## src/rtl/fp_regfile_sb_pkg.sv

```systemverilog
// Shared constants and clear-FSM state encoding for the FP register file.
package fp_rf_pkg;
  localparam int FP_DATA_W = 32;
  localparam int FP_ADDR_W = 5;
  localparam int FP_N_RD   = 3;

  typedef enum logic {RF_IDLE, RF_SWEEP} rf_clr_state_t;
endpackage

```

## src/rtl/fp_regfile_sb_if.sv

```systemverilog
// Issue/writeback-side bundle for the FP register file: reads, pending lookups, write, issue, clear.
interface fp_regfile_sb_if #(
  parameter int DATA_W = 32,
  parameter int ADDR_W = 5,
  parameter int N_RD   = 3
);
  logic [N_RD-1:0][ADDR_W-1:0] rd_addr;
  logic [N_RD-1:0][DATA_W-1:0] rd_data;
  logic [N_RD-1:0]             rd_pending;
  logic                        wr_en;
  logic [ADDR_W-1:0]           wr_addr;
  logic [DATA_W-1:0]           wr_data;
  logic                        issue_en;
  logic [ADDR_W-1:0]           issue_addr;
  logic                        clr_req;
  logic                        clr_busy;

  modport master (
    output rd_addr, wr_en, wr_addr, wr_data, issue_en, issue_addr, clr_req,
    input  rd_data, rd_pending, clr_busy
  );
  modport slave (
    input  rd_addr, wr_en, wr_addr, wr_data, issue_en, issue_addr, clr_req,
    output rd_data, rd_pending, clr_busy
  );
endinterface

```

## src/rtl/fp_regfile_sb_scoreboard.sv

```systemverilog
// Per-register pending bits: set on issue, cleared by writeback or clear-all, looked up per read port.
module fp_rf_scoreboard #(
  parameter int ADDR_W = 5,
  parameter int N_RD   = 3
) (
  input  logic                        clk,
  input  logic                        reset,
  input  logic                        wr_en_i,
  input  logic [ADDR_W-1:0]           wr_addr_i,
  input  logic                        issue_en_i,
  input  logic [ADDR_W-1:0]           issue_addr_i,
  input  logic                        clr_all_i,
  input  logic [N_RD-1:0][ADDR_W-1:0] rd_addr_i,
  output logic [N_RD-1:0]             rd_pending_o
);
  localparam int DEPTH = 1 << ADDR_W;

  logic [DEPTH-1:0] pend_q, pend_d;

  // Issue is applied after the writeback clear so a same-address producer stays pending.
  always_comb begin
    pend_d = pend_q;
    if (clr_all_i) begin
      pend_d = '0;
    end else begin
      if (wr_en_i)    pend_d[wr_addr_i]    = 1'b0;
      if (issue_en_i) pend_d[issue_addr_i] = 1'b1;
    end
  end

  always_ff @(posedge clk) begin
    if (!reset) pend_q <= '0;
    else        pend_q <= pend_d;
  end

  for (genvar g = 0; g < N_RD; g++) begin : g_lookup
    assign rd_pending_o[g] = pend_q[rd_addr_i[g]] && !(wr_en_i && wr_addr_i == rd_addr_i[g]);
  end
endmodule

```

## src/rtl/fp_regfile_sb.sv

```systemverilog
// FP register file: N bypassed read ports, one write port, scoreboard, and a one-entry-per-cycle clear sweep.
module fp_regfile_sb
  import fp_rf_pkg::*;
#(
  parameter int DATA_W = FP_DATA_W,
  parameter int ADDR_W = FP_ADDR_W,
  parameter int N_RD   = FP_N_RD
) (
  input  logic           clk,
  input  logic           reset,
  fp_regfile_sb_if.slave bus
);
  localparam int DEPTH = 1 << ADDR_W;
  localparam logic [ADDR_W-1:0] LAST = ADDR_W'(DEPTH - 1);

  logic [DEPTH-1:0][DATA_W-1:0] mem_q;
  rf_clr_state_t                state_q;
  logic [ADDR_W-1:0]            idx_q;
  logic                         busy_q;
  logic                         clr_all;

  assign clr_all      = (state_q == RF_IDLE) && bus.clr_req;
  assign bus.clr_busy = busy_q;

  // The writeback assignment comes last so it beats the sweep zero on the same entry.
  always_ff @(posedge clk) begin
    if (!reset) begin
      mem_q   <= '0;
      state_q <= RF_IDLE;
      idx_q   <= '0;
      busy_q  <= 1'b0;
    end else begin
      case (state_q)
        RF_IDLE: if (bus.clr_req) begin
          state_q <= RF_SWEEP;
          idx_q   <= '0;
          busy_q  <= 1'b1;
        end
        RF_SWEEP: begin
          mem_q[idx_q] <= '0;
          idx_q        <= idx_q + 1'b1;
          if (idx_q == LAST) begin
            state_q <= RF_IDLE;
            busy_q  <= 1'b0;
          end
        end
        default: state_q <= RF_IDLE;
      endcase
      if (bus.wr_en) mem_q[bus.wr_addr] <= bus.wr_data;
    end
  end

  for (genvar g = 0; g < N_RD; g++) begin : g_rd
    assign bus.rd_data[g] = (bus.wr_en && bus.wr_addr == bus.rd_addr[g]) ? bus.wr_data
                                                                         : mem_q[bus.rd_addr[g]];
  end

  fp_rf_scoreboard #(.ADDR_W(ADDR_W), .N_RD(N_RD)) u_sb (
    .clk         (clk),
    .reset       (reset),
    .wr_en_i     (bus.wr_en),
    .wr_addr_i   (bus.wr_addr),
    .issue_en_i  (bus.issue_en),
    .issue_addr_i(bus.issue_addr),
    .clr_all_i   (clr_all),
    .rd_addr_i   (bus.rd_addr),
    .rd_pending_o(bus.rd_pending)
  );
endmodule
```

## src/flat_wrapper.sv

```systemverilog
// flat-port wrapper written by rule: the top's interface ports become plain ports
module fp_regfile_sb_flat import fp_rf_pkg::*;
#(
  parameter int DATA_W = FP_DATA_W,
  parameter int ADDR_W = FP_ADDR_W,
  parameter int N_RD   = FP_N_RD
)
  (clk, reset, bus_rd_addr, bus_wr_en, bus_wr_addr, bus_wr_data, bus_issue_en, bus_issue_addr, bus_clr_req, bus_rd_data, bus_rd_pending, bus_clr_busy);
  fp_regfile_sb_if #(.DATA_W(DATA_W), .ADDR_W(ADDR_W), .N_RD(N_RD)) bus_i ();
  input  logic clk;
  input  logic reset;
  input wire logic [$bits(bus_i.rd_addr)-1:0] bus_rd_addr;
  input wire logic [$bits(bus_i.wr_en)-1:0] bus_wr_en;
  input wire logic [$bits(bus_i.wr_addr)-1:0] bus_wr_addr;
  input wire logic [$bits(bus_i.wr_data)-1:0] bus_wr_data;
  input wire logic [$bits(bus_i.issue_en)-1:0] bus_issue_en;
  input wire logic [$bits(bus_i.issue_addr)-1:0] bus_issue_addr;
  input wire logic [$bits(bus_i.clr_req)-1:0] bus_clr_req;
  output wire logic [$bits(bus_i.rd_data)-1:0] bus_rd_data;
  output wire logic [$bits(bus_i.rd_pending)-1:0] bus_rd_pending;
  output wire logic [$bits(bus_i.clr_busy)-1:0] bus_clr_busy;
  assign bus_i.rd_addr = bus_rd_addr;
  assign bus_i.wr_en = bus_wr_en;
  assign bus_i.wr_addr = bus_wr_addr;
  assign bus_i.wr_data = bus_wr_data;
  assign bus_i.issue_en = bus_issue_en;
  assign bus_i.issue_addr = bus_issue_addr;
  assign bus_i.clr_req = bus_clr_req;
  assign bus_rd_data = bus_i.rd_data;
  assign bus_rd_pending = bus_i.rd_pending;
  assign bus_clr_busy = bus_i.clr_busy;
  fp_regfile_sb #(.DATA_W(DATA_W), .ADDR_W(ADDR_W), .N_RD(N_RD)) u_core (.clk(clk), .reset(reset), .bus(bus_i));
endmodule
```

## config.mk

```make
export PLATFORM = sky130hd
export DESIGN_NAME = fp_regfile_sb_flat
export DESIGN_NICKNAME = d
export VERILOG_FILES = /design/src/rtl/fp_regfile_sb_pkg.sv /design/src/rtl/fp_regfile_sb_if.sv /design/src/rtl/fp_regfile_sb_scoreboard.sv /design/src/rtl/fp_regfile_sb.sv /design/src/flat_wrapper.sv
export SDC_FILE = /design/constraint.sdc
export NUM_CORES = 2
export LEC_CHECK = 0
export CORE_UTILIZATION = 30
export DETAILED_ROUTE_END_ITERATION = 8
export PLACE_DENSITY = 0.5
export REMOVE_ABC_BUFFERS = 1
export SYNTH_ARGS = -nofsm -noshare
export SYNTH_HDL_FRONTEND = slang
export SYNTH_SLANG_ARGS = --single-unit
```

## constraint.sdc

```tcl
create_clock -name clk -period 2.9 [get_ports clk]
set_input_delay 0.58 -clock clk [delete_from_list [all_inputs] [get_ports clk]]
set_output_delay 0.58 -clock clk [all_outputs]
set_load 0.005 [all_outputs]
```

Word level (Yosys, flattened, before mapping)
Index checks and enable logic that the tools add are counted.
- $add $sub $neg: 1
- magnitude comparators: 9
- equality and inequality tests: 6
- mux-type cells: 38
- bitwise operators: 7
- reductions and logical operators: 15
- operators with widths (cell ; number):
    two-way mux 1024 bit ; 3
    bitwise AND 1024 bit ; 1
    bitwise mux 1024 bit ; 1
    inverter 1024 bit ; 1
    binary-select mux 32 bit (select 5 bit) ; 3
    two-way mux 32 bit ; 11
    demux 32 bit (select 5 bit) ; 2
    less-than comparator 5 x 6 -> 1 bit, second input constant ; 6
    bitwise AND 32 bit ; 1
    inverter 32 bit ; 1
    bitwise OR 32 bit ; 1
    binary-select mux 1 bit (select 5 bit) ; 3
    == test 5 bit ; 3
    >= comparator 5 x 1 -> 1 bit, second input constant ; 3
    demux 1 bit (select 5 bit) ; 2
    logical AND 1 bit ; 10
    one-hot mux 5 bit (2 select lines) ; 1
    two-way mux 1 bit ; 9
    adder 5 x 1 -> 5 bit, second input constant ; 1
    == test 5 bit, second input constant ; 1
    two-way mux 5 bit ; 1
    != test 2 bit, second input constant ; 2
    one-hot mux 1 bit (2 select lines) ; 2
    zero test 1 bit ; 3
    other kinds (3) ; 4
- register bits: 1063
- output and inout bits: 100
- logic and storage cells: 112

Logic depth before layout (Yosys ltp)
- depth in word-level cells: 10
- depth in mapped cells: 8
- mapped depth without buffers: 7

Cells and area by module
From an unflattened synthesis, not the netlist that was laid out.
- cell total of the unflattened synthesis: 6532
- area, all modules: 66042.1 µm²
- by module, submodules not included (module ; times used ; cells each ; area an instance (µm²) ; sequential area each (µm²)):
    fp_regfile_sb ; 1 ; 6264 ; 63649.8 ; 20639.8
    fp_rf_scoreboard ; 1 ; 268 ; 2392.3 ; 640.6

Worst setup path after synthesis
OpenSTA, ideal clock, no wires.
- kind: input to output
- from: input bus_rd_addr[5]
- to: output bus_rd_data[52]
- arrival time: 2222 ps
- required time: 2320 ps
- slack: 98 ps
- stages: 7
- path buffers: 4
- cell sequence: buf_2 buf_4 buf_2 buf_4 mux4_2 a211oi_1 o31ai_1
- cells in the longest elaborated chain, start to end: 3
- RTL lines (element ; line ; text):
    start, declared ; flat_wrapper.sv:12 ; input wire logic [$bits(bus_i.rd_addr)-1:0] bus_rd_addr;
    binary-select mux 32 bit (select 5 bit) / == test 5 bit (equally long branches) ; fp_regfile_sb.sv:55, fp_regfile_sb.sv:54 ;
    two-way mux 32 bit (implied by the code) / logical AND 1 bit (equally long branches) ; fp_regfile_sb.sv:55, fp_regfile_sb.sv:54 ;
    two-way mux 32 bit (*) ; fp_regfile_sb.sv:54 ; assign bus.rd_data[g] = (bus.wr_en && bus.wr_addr == bus.rd_addr[g]) ? bus.wr_data
    end, declared ; flat_wrapper.sv:19 ; output wire logic [$bits(bus_i.rd_data)-1:0] bus_rd_data;
Mark *: on every way between the ends. The rest lies on a longest branch, timed or not. The select of a mux whose other input is x is not followed.

Worst setup path after layout
- from: input bus_rd_addr[6]
- to: output bus_rd_data[48]
Same word-level chain as after synthesis.

==> results.ini <==
[placement]
port-buffer-count=161
place_hpwl_um=219000
gp_routability_congestion=0.958

[clocking]
clock_insertion_delay_worst_skew_ns=0.82
tritoncts=built
ctsHtreeMaxLevel=3
cts_root_buffer=sky130_fd_sc_hd__clkbuf_16
cts_hold_buf=0
clockBufferDepth=3
tritoncts.num_buffers=119
clkSlewWorstSetupHoldPaths_ns=0.06
cts_num_sinks=1063

[floorplanning]
dieWidth_um=465
die_y_um=465
design.core.area_mm2=0.213
die-area_mm2=0.216
row_count=169
num_io_pins=162
initial_standard_cell_utilization_of_the_core_pct=30.3

[worst_setup_path]
crit_path_max_fanout=6
timing.critical_path.from_type=input pin
path_cells=bufbuf_16 > or3_4 > buf_12 > buf_12 > buf_4 > o22ai_4 > a211o_4 > o31ai_4 > buf_6 > buf_12
crit_type=input pin to output port
cp_data_required_time_ns=2.32
worst_path_largest_cell_delay_ns=0.50
worst_setup_path_endpoint=bus_rd_data[48]
worst-path-stages=10
reg2reg_setup_slack_ns=0.74
combined_buffer_and_inverter_count_along_the_critical_path=6
critical-path-slowest-cell=sky130_fd_sc_hd__o31ai_4
r2r.worst_path.cells=7
rr_endpoint=u_core.mem_q[695]
cp-end-kind=output port
dominant_delay_contributor_by_cell_family_on_the_critical_path=buffers and inverters
critical_path_arrival_ns=2.77
critical_path.startpoint=bus_rd_addr[6]
worst_r2r_startpoint=u_core.idx_q[1]
critical_path.most_common_cell=sky130_fd_sc_hd__buf_12

[global_route]
first_pass_grt_wire_length_um=481000
grt_start_max_net_pins=122
groute.usage.overall_pct=31.4
antenna_found_initial=14
via_count_of_the_first_global_routing_pass=58600
grt_remaining_overflow=0

[timing]
fin_skew_ns=0.0541
rsz0062_at_grt=true
tightestPinTransition_ns=0.770
timing.fmax_mhz=298
finalWorstPathRequiredPeriod_ns=3.35
slew_headroom_pct=48.5
post-route-worst-setup-slack_ns=-0.455
final_max_slew_violation_count=0
post-route-period-util_pct=116
hold_viol_final=0
finalSetupViolations=99

[logic_synthesis]
post_synth_mux_area_share_pct=29.5
synth_top_flop_cell=sky130_fd_sc_hd__dfxtp_1
synthesized_area_fraction_occupied_by_and_or_nand_nor_cells_pct=13.3
ys.warnings.count=0
ys_ff_latch=1063
postSynthAreaPerCell_um2=11.1
synth_adder_area_share_pct=0.0973
synth-async-reset-ratio_pct=0
netlist_area_mm2=0.0643
synth-compound-area-share_pct=18.3
syn-instance-count=5770
post_synth_edffs=0
synth_top_family_by_area=multiplexers
xor_and_xnor_area_share_after_synthesis_pct=0.232
yosysUniqueCellTypes=55
yosysSeqAreaShare_pct=33.1

[power]
worst_ir_drop_vdd_v=0.000516
p_per_cell_area_mw_per_mm2=434
finalPower_mw=39.4
leakage_nw=30.7

[min_path]
worstHoldPathCells=2
timing.hold.worst.class=input pin to flop

[layout]
drive_gt1_share_pct=47.7
layout.core_utilization_pct=42.8
syn_to_final_growth_pct=41.4
layout_commonest_cell=sky130_fd_sc_hd__nor2b_1
layout_common_cells=1102 x sky130_fd_sc_hd__nor2b_1, 1033 x sky130_fd_sc_hd__a22oi_1, 798 x sky130_fd_sc_hd__mux4_2
fin_nets=6579

[detailed_routing]
detail_route_antenna_nets=0
drt_iter0_drc=9247
avgRoutedWirePerCell_um=37.4
avgViaCountPerCell=6.52
drtPass1Iterations=9
post-route-drc-count=18
via_count=61500
finalWirelength_um=353000

[job]
maxCapViolations=0

[outcome]
violated_checks=DRC, setup timing
run_status=finished, violations left

[kinds of logic after synthesis]
logic type,count (synthesis)
simple gates,1407
fa+ha+maj,5
mux,893
xor+xnor,17
buf+inv,788
compound gates,1597
flops,1063
[state kept, by name, summed over array words and instances, names as in the netlist]
name / flops
u_core.mem_q: 1024
u_core.idx_q: 5
u_core.bus.clr_busy: 1
u_core.u_sb.pend_q: 32
u_core.state_q: 1
[how the worst min path moves through the flow]
stage	start	slack [ns]	endpoint
global placement	u_core.u_sb.pend_q[19]	0.49	u_core.u_sb.pend_q[19]
global route	reset	0.34	u_core.mem_q[829]
floorplan	u_core.u_sb.pend_q[11]	0.46	u_core.u_sb.pend_q[11]
finish	reset	0.32	u_core.mem_q[829]
detailed placement	u_core.u_sb.pend_q[23]	0.49	u_core.u_sb.pend_q[23]
CTS	reset	0.30	u_core.mem_q[829]
[power breakdown]
| part | switching [mW] | total (mW) | internal (mW) |
|---|---|---|---|
| clock network | 7.09 | 17.2 | 10.1 |
| registers | 0.111 | 14.8 | 14.7 |
| logic | 3.97 | 7.38 | 3.41 |
[what timing repair did]
| action | CTS | global route |
|---|---|---|
| buffers inserted | 311 | 96 |
| setup endpoints to repair | 99 | 99 |
| pin swaps | 224 | 193 |
| gates resized for setup | 1477 | 387 |
| gates cloned | 44 | 13 |
[cell type report]
cell class	instances	area (um2)
Tap cell	2821	3530
Inverter	5	18.8
Fill cell	19500	122000
Clock buffer	164	3440
Clock inverter	60	901
Sequential cell	1063	21600
Timing Repair Buffer	1404	17800
Antenna cell	5	12.5
Multi-Input combinational cell	3919	43500
[layer usage]
metal  share of wire, %  GRT usage (%)  up-vias
met5              0.054              0        -
met4                7.7           21.3        8
met3                 12           8.59     1127
met2                 43           46.8     4820
met1                 37           39.6    31400
li1                   -              -    24100
[Yosys cell counts, drive strengths merged (4+ instances only)]
cell / number / area, um2
nor3b: 9 / 67.6
a211o: 93 / 815
xnor2: 5 / 43.8
nor2: 53 / 199
o22ai: 186 / 1160
nand2b: 5 / 31.3
and3b: 6 / 52.6
dfxtp: 1063 / 21300
mux4: 799 / 18000
o21ai: 28 / 140
buf: 224 / 1410
a22oi: 1067 / 8010
nand3: 99 / 495
clkbuf: 559 / 2110
a21oi: 28 / 140
ha: 5 / 62.6
nand2: 46 / 173
o31ai: 93 / 698
nand3b: 11 / 82.6
a211oi: 93 / 698
or3b: 6 / 52.6
mux2i: 94 / 941
inv: 5 / 18.8
and3: 4 / 25.0
nor2b: 1125 / 7040
and2: 15 / 93.8
xor2: 12 / 105
[stage by stage]
step	cell area [um2]	hold WS, ns	worst slack (ns)	instances	setup TNS, ns
floorplan	60800	0.465	-0.892	4987	-85.06
global placement	76300	0.485	-1.71	8841	-102.16
detailed placement	76300	0.493	-1.71	8841	-105.96
CTS	88900	0.300	-0.407	9370	-22.01
global route	90900	0.340	-0.378	9437	-20.31
finish	90900	0.321	-0.455	9441	-19.80
No activity file was read; power rests on OpenSTA's default activity.
